===== config.mk =====
export PLATFORM = sky130hd
export DESIGN_NAME = instr_loader
export DESIGN_NICKNAME = d
export VERILOG_FILES = /design/src/rtl/instr_loader_pkg.sv /design/src/rtl/instr_loader_mem.sv /design/src/rtl/instr_loader.sv
export SDC_FILE = /design/constraint.sdc
export NUM_CORES = 1
export LEC_CHECK = 0
export CORE_ASPECT_RATIO = 0.6
export CORE_UTILIZATION = 34
export DETAILED_ROUTE_END_ITERATION = 10
export PLACE_DENSITY_LB_ADDON = 0.15
export SETUP_SLACK_MARGIN = 0.05
export SYNTH_ARGS = -nofsm -noshare
export SYNTH_HDL_FRONTEND = slang
export SYNTH_SLANG_ARGS = --single-unit

===== constraint.sdc =====
create_clock -name clk -period 52.9 [get_ports clk]
set_clock_uncertainty 0.2 [all_clocks]
set_input_delay 10.58 -clock clk [delete_from_list [all_inputs] [get_ports clk]]
set_output_delay 10.58 -clock clk [all_outputs]
set_load 0.03 [all_outputs]

===== src/rtl/instr_loader_pkg.sv =====
// Shared state encoding and default geometry for the program-load buffer.
// The cpu fetch stage reuses the default width/depth constants.
package instr_loader_pkg;

  typedef enum logic [1:0] {
    LOAD = 2'd0,
    RUN  = 2'd1,
    DONE = 2'd2
  } state_t;

  localparam int DEF_WIDTH = 32;
  localparam int DEF_DEPTH = 16;

endpackage


===== src/rtl/instr_loader_mem.sv =====
// DEPTH x WIDTH register array: synchronous write, combinational read, zeroed on reset.
// Zeroing on reset keeps the read port at 0 until something is loaded.
module instr_loader_mem
  import instr_loader_pkg::*;
#(
  parameter int WIDTH = DEF_WIDTH,
  parameter int DEPTH = DEF_DEPTH,
  parameter int AW    = $clog2(DEPTH)
) (
  input  logic             clk,
  input  logic             rst,
  input  logic             i_we,
  input  logic [AW-1:0]    i_waddr,
  input  logic [WIDTH-1:0] i_wdata,
  input  logic [AW-1:0]    i_raddr,
  output logic [WIDTH-1:0] o_rdata
);

  logic [WIDTH-1:0] r_mem [DEPTH];

  always_ff @(posedge clk or posedge rst) begin
    if (rst) begin
      for (int i = 0; i < DEPTH; i++) r_mem[i] <= '0;
    end else if (i_we) begin
      r_mem[i_waddr] <= i_wdata;
    end
  end

  assign o_rdata = r_mem[i_raddr];

endmodule


===== src/rtl/instr_loader.sv =====
// Program-load buffer: host loads instructions, then replays them to the core over valid/ready.
// Optional INSTR_LOADER_LOOP_EN: replay loops forever until clear and exposes loop_cnt.
module instr_loader
  import instr_loader_pkg::*;
#(
  parameter int WIDTH = DEF_WIDTH,
  parameter int DEPTH = DEF_DEPTH,
  parameter int CW    = $clog2(DEPTH + 1)
) (
  input  logic             clk,
  input  logic             rst,
  input  logic             wr_en,
  input  logic [WIDTH-1:0] wr_data,
  input  logic             start,
  input  logic             clear,
  output logic             issue_valid,
  input  logic             issue_ready,
  output logic [WIDTH-1:0] issue_instr,
  output logic [CW-1:0]    count,
  output logic             busy,
  output logic             done,
  output logic             overflow
`ifdef INSTR_LOADER_LOOP_EN
  ,
  output logic [15:0]      loop_cnt
`endif
);

  localparam int            AW   = $clog2(DEPTH);
  localparam logic [CW-1:0] FULL = CW'(DEPTH);

  state_t           r_state;
  logic [AW-1:0]    r_wr_ptr;
  logic [AW-1:0]    r_rd_ptr;
  logic [CW-1:0]    r_count;
  logic             r_valid;
  logic             r_busy;
  logic             r_done;
  logic             r_ovf;
`ifdef INSTR_LOADER_LOOP_EN
  logic [15:0]      r_loop_cnt;
`endif

  logic             w_load_wr;
  logic             w_last;
  logic             w_fire;
  logic [WIDTH-1:0] w_rdata;

  // A write is accepted in LOAD even when start arrives in the same cycle.
  assign w_load_wr = (r_state == LOAD) && wr_en && (r_count != FULL);
  assign w_last    = (CW'(r_rd_ptr) == (r_count - CW'(1)));
  assign w_fire    = r_valid && issue_ready;

  always_ff @(posedge clk or posedge rst) begin
    if (rst) begin
      r_state  <= LOAD;
      r_wr_ptr <= '0;
      r_rd_ptr <= '0;
      r_count  <= '0;
      r_valid  <= 1'b0;
      r_busy   <= 1'b0;
      r_done   <= 1'b0;
      r_ovf    <= 1'b0;
`ifdef INSTR_LOADER_LOOP_EN
      r_loop_cnt <= '0;
`endif
    end else if (clear) begin
      r_state  <= LOAD;
      r_wr_ptr <= '0;
      r_rd_ptr <= '0;
      r_count  <= '0;
      r_valid  <= 1'b0;
      r_busy   <= 1'b0;
      r_done   <= 1'b0;
      r_ovf    <= 1'b0;
`ifdef INSTR_LOADER_LOOP_EN
      r_loop_cnt <= '0;
`endif
    end else begin
      case (r_state)
        LOAD: begin
          if (wr_en) begin
            if (r_count != FULL) begin
              r_wr_ptr <= r_wr_ptr + 1'b1;
              r_count  <= r_count + 1'b1;
            end else begin
              r_ovf <= 1'b1;
            end
          end
          if (start && ((r_count != '0) || w_load_wr)) begin
            r_state  <= RUN;
            r_rd_ptr <= '0;
            r_valid  <= 1'b1;
            r_busy   <= 1'b1;
          end
        end
        RUN: begin
          if (w_fire) begin
            if (w_last) begin
`ifdef INSTR_LOADER_LOOP_EN
              r_rd_ptr   <= '0;
              r_loop_cnt <= r_loop_cnt + 16'd1;
`else
              r_state <= DONE;
              r_valid <= 1'b0;
              r_busy  <= 1'b0;
              r_done  <= 1'b1;
`endif
            end else begin
              r_rd_ptr <= r_rd_ptr + 1'b1;
            end
          end
        end
        DONE: begin
          if (start) begin
            r_state  <= RUN;
            r_rd_ptr <= '0;
            r_valid  <= 1'b1;
            r_busy   <= 1'b1;
            r_done   <= 1'b0;
          end
        end
        default: r_state <= LOAD;
      endcase
    end
  end

  instr_loader_mem #(
    .WIDTH (WIDTH),
    .DEPTH (DEPTH)
  ) u_mem (
    .clk     (clk),
    .rst     (rst),
    .i_we    (w_load_wr && !clear),
    .i_waddr (r_wr_ptr),
    .i_wdata (wr_data),
    .i_raddr (r_rd_ptr),
    .o_rdata (w_rdata)
  );

  assign issue_valid = r_valid;
  assign issue_instr = w_rdata;
  assign count       = r_count;
  assign busy        = r_busy;
  assign done        = r_done;
  assign overflow    = r_ovf;
`ifdef INSTR_LOADER_LOOP_EN
  assign loop_cnt    = r_loop_cnt;
`endif

endmodule


* Word-level counts from Yosys, hierarchy flattened
Cells that the tools add are included. Widths: inputs -> output; s select.
Word-level totals: input port bits 38, register bits after elaboration 530
Operators by class: order comparisons 3, reduce and logical (&&, ||, !) cells 21, equal/unequal tests 10, $add $sub $neg 4, muxes and demuxes 41, bitwise gates (word level) 2
Operators with widths (count):
- $bwmux 512 | 1
- $bmux 32 s4 | 1
- $demux 32 s4 | 1
- $mux 32 | 3
- $mux 4 | 9
- $mux 5 | 4
- $mux 1 | 13
- $ne 3x3->1 const B | 4
- $pmux 4 s3 | 1
- $ge 5x5->1 const B | 2
- $mux 2 | 5
- $not 4->5 | 2
- $reduce_and 5->1 | 2
- $add 4x1->4 const B | 2
- $reduce_and 4->1 | 2
- $logic_and 1x1->1 | 6
- $pmux 2 s3 | 1
- $reduce_and 3->1 | 2
- $reduce_bool 2->1 | 3
- $add 5x1->5 const B | 1
- $eq 4x5->1 | 1
- $lt 5x1->1 const B | 1
- $ne 5x5->1 const B | 1
- $reduce_bool 5->1 | 1
- 12 further kinds | 12

* Longest topological paths before layout
word-level depth 8, gate-level depth with buffers 9, depth with buffers taken out 7

* Hierarchy
From an unflattened synthesis, not the netlist that was laid out.
Second synthesis, totals: cells, all modules 1535, area total of the unflattened synthesis 24123.1 um^2
Modules (own cells, without submodules):
- instr_loader_mem | area an instance 22945.8 um^2, cells an instance 1410, instances 1
- instr_loader | area an instance 1177.4 um^2, cells an instance 125, instances 1

* Worst setup path after synthesis
OpenSTA, ideal clock, no wires.
kind register to output, start point reg r_rd_ptr[0], end point out issue_instr[0], stages on the path, launching flop included 6, slack 40.074 ns, path buffers 3, data arrival time 2.046 ns, cell sequence dfrtp_1 > clkbuf_1 > buf_2 > buf_2 > mux4_2 > mux4_2
Between the ends: longest elaborated chain between the ends 4
Ends and longest elaborated chain:
- start: declaration | line instr_loader.sv:34 | logic [AW-1:0] r_rd_ptr;
- start signal: assignment | line instr_loader.sv:110 | r_rd_ptr <= r_rd_ptr + 1'b1;
- $not 4->5 (implied by the code) | line instr_loader_mem.sv:29 | assign o_rdata = r_mem[i_raddr];
- $bmux 32 s4 | line instr_loader_mem.sv:29
- $mux 32 (implied by the code) (2 in series) | line instr_loader_mem.sv:29
- end: declaration | line instr_loader.sv:18 | output logic [WIDTH-1:0] issue_instr,
No other way between the ends. The select of a mux whose other input is x is not followed.

* Final worst setup path
start point reg r_rd_ptr[1], end point out issue_instr[28]
The elaborated chain is that of the path after synthesis.

==> flow_metrics.env <==
export IMPL_status="finished clean"
export IMPL_final_core_util_pct=39.3
export IMPL_cts_tree="yes"
export IMPL_post_cts_buffers=0
export IMPL_final_common_cell="dfrtp_1"
export IMPL_startpoint_type="flip-flop"
export IMPL_critPathTopFamily="buffers and inverters"
export IMPL_cp_end_kind="output pin"
export IMPL_critical_path_max_stage_delay_ns=0.87
export IMPL_fp_dieArea_um2=72300
export IMPL_r2r_slack_ns=48.68
export IMPL_grt_util_met1_pct=26.8
export IMPL_gr_usage_met3_pct=2.94
export IMPL_max_freq_ghz=0.0648
export IMPL_r2r_start="count[0]$_DFFE_PP0P_"
export IMPL_p_seq_share_pct=42.8
export IMPL_cts_num_sinks=530
export IMPL_hp_start="u_mem.r_mem[459]$_DFFE_PP0P_"
export IMPL_ys_warn_count=0
export IMPL_required_ns=42.12
export IMPL_track_usage_pct=17.8
export IMPL_p_switching_w=0.000334
export IMPL_hold_end="u_mem.r_mem[459]$_DFFE_PP0P_"
export IMPL_std_cell_rows=75
export IMPL_nNetsFinal=1540
export IMPL_crit_buf_inv=3
export IMPL_slew_headroom_pct=23.4
export IMPL_route_detailed_drc=0
export IMPL_synth_cells=1455
export IMPL_busiest_layer="met1"
export IMPL_htree_levels=2
export IMPL_setup_tns_ns=0
export IMPL_hold_buffers=0
export IMPL_initialDrtViolationCount=770
export IMPL_power_frac_comb_pct=24.5
export IMPL_path_class="reg2out"
export IMPL_fp_dieH_um=209
export IMPL_initial_core_util_pct=34.5
export IMPL_swShare_pct=29.1
export IMPL_drt_vias_per_instance=5.34
export IMPL_leakage_nw=12.5
export IMPL_yosysUniqueCellTypes=47
export IMPL_post_dp_hpwl_um=33500
export IMPL_worst_pin_slew_ns=1.15
export IMPL_ys_top_cells_by_area="dfrtp_1 (55%), mux2_2 (21%), mux4_2 (15%), mux2_1 (3.3%), buf_4 (0.87%)"
export IMPL_whs_path_depth=1
export IMPL_setup_viol=0
export IMPL_clockRootBuffer="clkbuf_16"
export IMPL_yosysTopAreaCellShare_pct=54.8
export IMPL_max_vdd_ir_drop_mv=0.0234
export IMPL_grt_pass1_vias=14100
export IMPL_worst_path_max_fanout=59
export IMPL_timing_rr_end="u_mem.r_mem[187]$_DFFE_PP0P_"
export IMPL_min_period_ns=15.42
export IMPL_n_antenna_cell=0
export IMPL_syn_to_final_growth_pct=13.7
export IMPL_ios=79
export IMPL_finalMaxSlewViolations=0
export IMPL_powerDensity_nw_per_um2=41.7
export IMPL_final_period_utilization_pct=29.2
export IMPL_drtAntennaViolNets=0
export IMPL_p_int_w=0.000813
export IMPL_synth_edf_count=0
export IMPL_cts_path_max_buffers=3
export IMPL_path_cells="buf_4 > buf_4 > mux4_2 > mux4_2 > clkdlybuf4s50_1"
export IMPL_final_cell_mix="dfrtp_1 (527), mux2_2 (444), mux4_2 (160)"
export IMPL_gp_congestion=0.701
export IMPL_post_cts_resized=0
export IMPL_grt_pass1_wl_um=96000
export IMPL_hold_class="reg2reg"
export IMPL_num_vias=13100
export IMPL_synth_top_area_cell="dfrtp_1"
export IMPL_wl_per_cell_um=25.4
export IMPL_rsz0062_at_grt="no"
export IMPL_layout_drive_gt1_share_pct=48.3
export IMPL_r2r_cells=8
export IMPL_clk_insertion_delay_late_ns=0.61
export IMPL_coreArea_um2=70100
export IMPL_ys_ff_latch=530
export IMPL_io_buffer_count=78
export IMPL_grt_max_degree=119
export IMPL_cp_startpoint="r_rd_ptr[1]$_DFFE_PP0P_"
export IMPL_cap_violations=0
export IMPL_cts_buffers=53
export IMPL_wirelength_um=62100
export IMPL_grt_overflow_total=0
export IMPL_antenna_found_initial=1
export IMPL_die_x_um=346
export IMPL_grt_met2_usage_pct=26.5
export IMPL_critical_path_slowest_cell="buf_4"
export IMPL_cp_arrival_ns=4.64
export IMPL_syn_num_nets=1504
export IMPL_dp_cells=2360
export IMPL_path_clk_slew_ns=0.06
export IMPL_finalNonFillerCells=2451
export IMPL_synth_seq_area_share_pct=54.8
export IMPL_synthesis_area_um2=24200
export IMPL_hold_viol=0
export IMPL_async_reset_ff_share_pct=100
export IMPL_clock_power_share_pct=32.8
export IMPL_drt_first_pass_iters=4
export IMPL_ys_flop_type="dfrtp_1"
export IMPL_syn_area_per_cell_um2=16.6
-- per-layer routing --
| metal | vias up | part of all wire (%) |
|---|---|---|
| met3 | 65 | 3.4 |
| met1 | 7269 | 50 |
| met2 | 215 | 45 |
| met5 | - | 0.019 |
| li1 | 5535 | - |
| met4 | 2 | 1.7 |
-- worst max-delay path by stage --
stage | slack [ns] | end | cells past startpoint
after floorplan | 27.31 | busy$_DFFE_PP0P_ | 1
after global placement | 38.10 | issue_instr[26] | 4
after detailed placement | 38.09 | issue_instr[26] | 4
after CTS | 37.40 | issue_instr[26] | 4
after global routing | 37.25 | issue_instr[26] | 4
final | 37.48 | issue_instr[28] | 5
-- synthesized netlist by cell type (all sizes together), types with 5 or more instances --
master / number
mux4: 160
xor2: 8
nor2: 25
clkbuf: 53
buf: 73
mux2: 514
nand2: 13
ha: 11
dfrtp: 530
inv: 9
nor3: 5
-- cell families after synthesis --
| logic type | share of synthesized area, % |
|---|---|
| muxes | 38.9 |
| DFF | 54.8 |
| buffers and inverters | 2.74 |
| and+or+nand+nor | 1.86 |
| AOI/OAI and AO/OA | 0.745 |
| xor gates and xnor gates | 0.434 |
| adders and majority gates | 0.569 |
-- sequential cells by signal (all words and copies together) (netlist names) --
register,count
count,5
overflow,1
busy,1
u_mem.r_mem,512
r_wr_ptr,4
done,1
r_state,2
r_rd_ptr,4
-- area by class of cell --
type,count,area [µm²]
clock buffer,80,1590
clock inverter,11,111
fill,6283,42600
inverter,9,42.5
multi-input combinational,790,10300
sequential,530,13300
tap,924,1160
timing repair buffer,107,998
-- power by group through the flow --
stage / Sequential [W] / Combinational (W) / Clock [W]
2_1_floorplan: 0.000480 / 0.000209 / 0
3_3_place_gp: 0.000499 / 0.000283 / 0
3_5_place_dp: 0.000498 / 0.000286 / 0
5_1_grt: 0.000499 / 0.000301 / 0.000407
4_1_cts: 0.000491 / 0.000287 / 0.000389
6_report: 0.000491 / 0.000281 / 0.000376
-- stage by stage --
step / setup WS (ns) / total power [W] / area [µm²] / hold slack (ns)
global placement: 38.10 / 0.000782 / 25800 / 0.263
global route: 37.25 / 0.00121 / 27500 / 0.303
detailed placement: 38.09 / 0.000784 / 25800 / 0.271
CTS: 37.40 / 0.00117 / 27500 / 0.288
floorplan: 27.31 / 0.000690 / 24200 / 0.253
finish: 37.48 / 0.00115 / 27500 / 0.285
No activity file was read; power rests on OpenSTA's default activity.
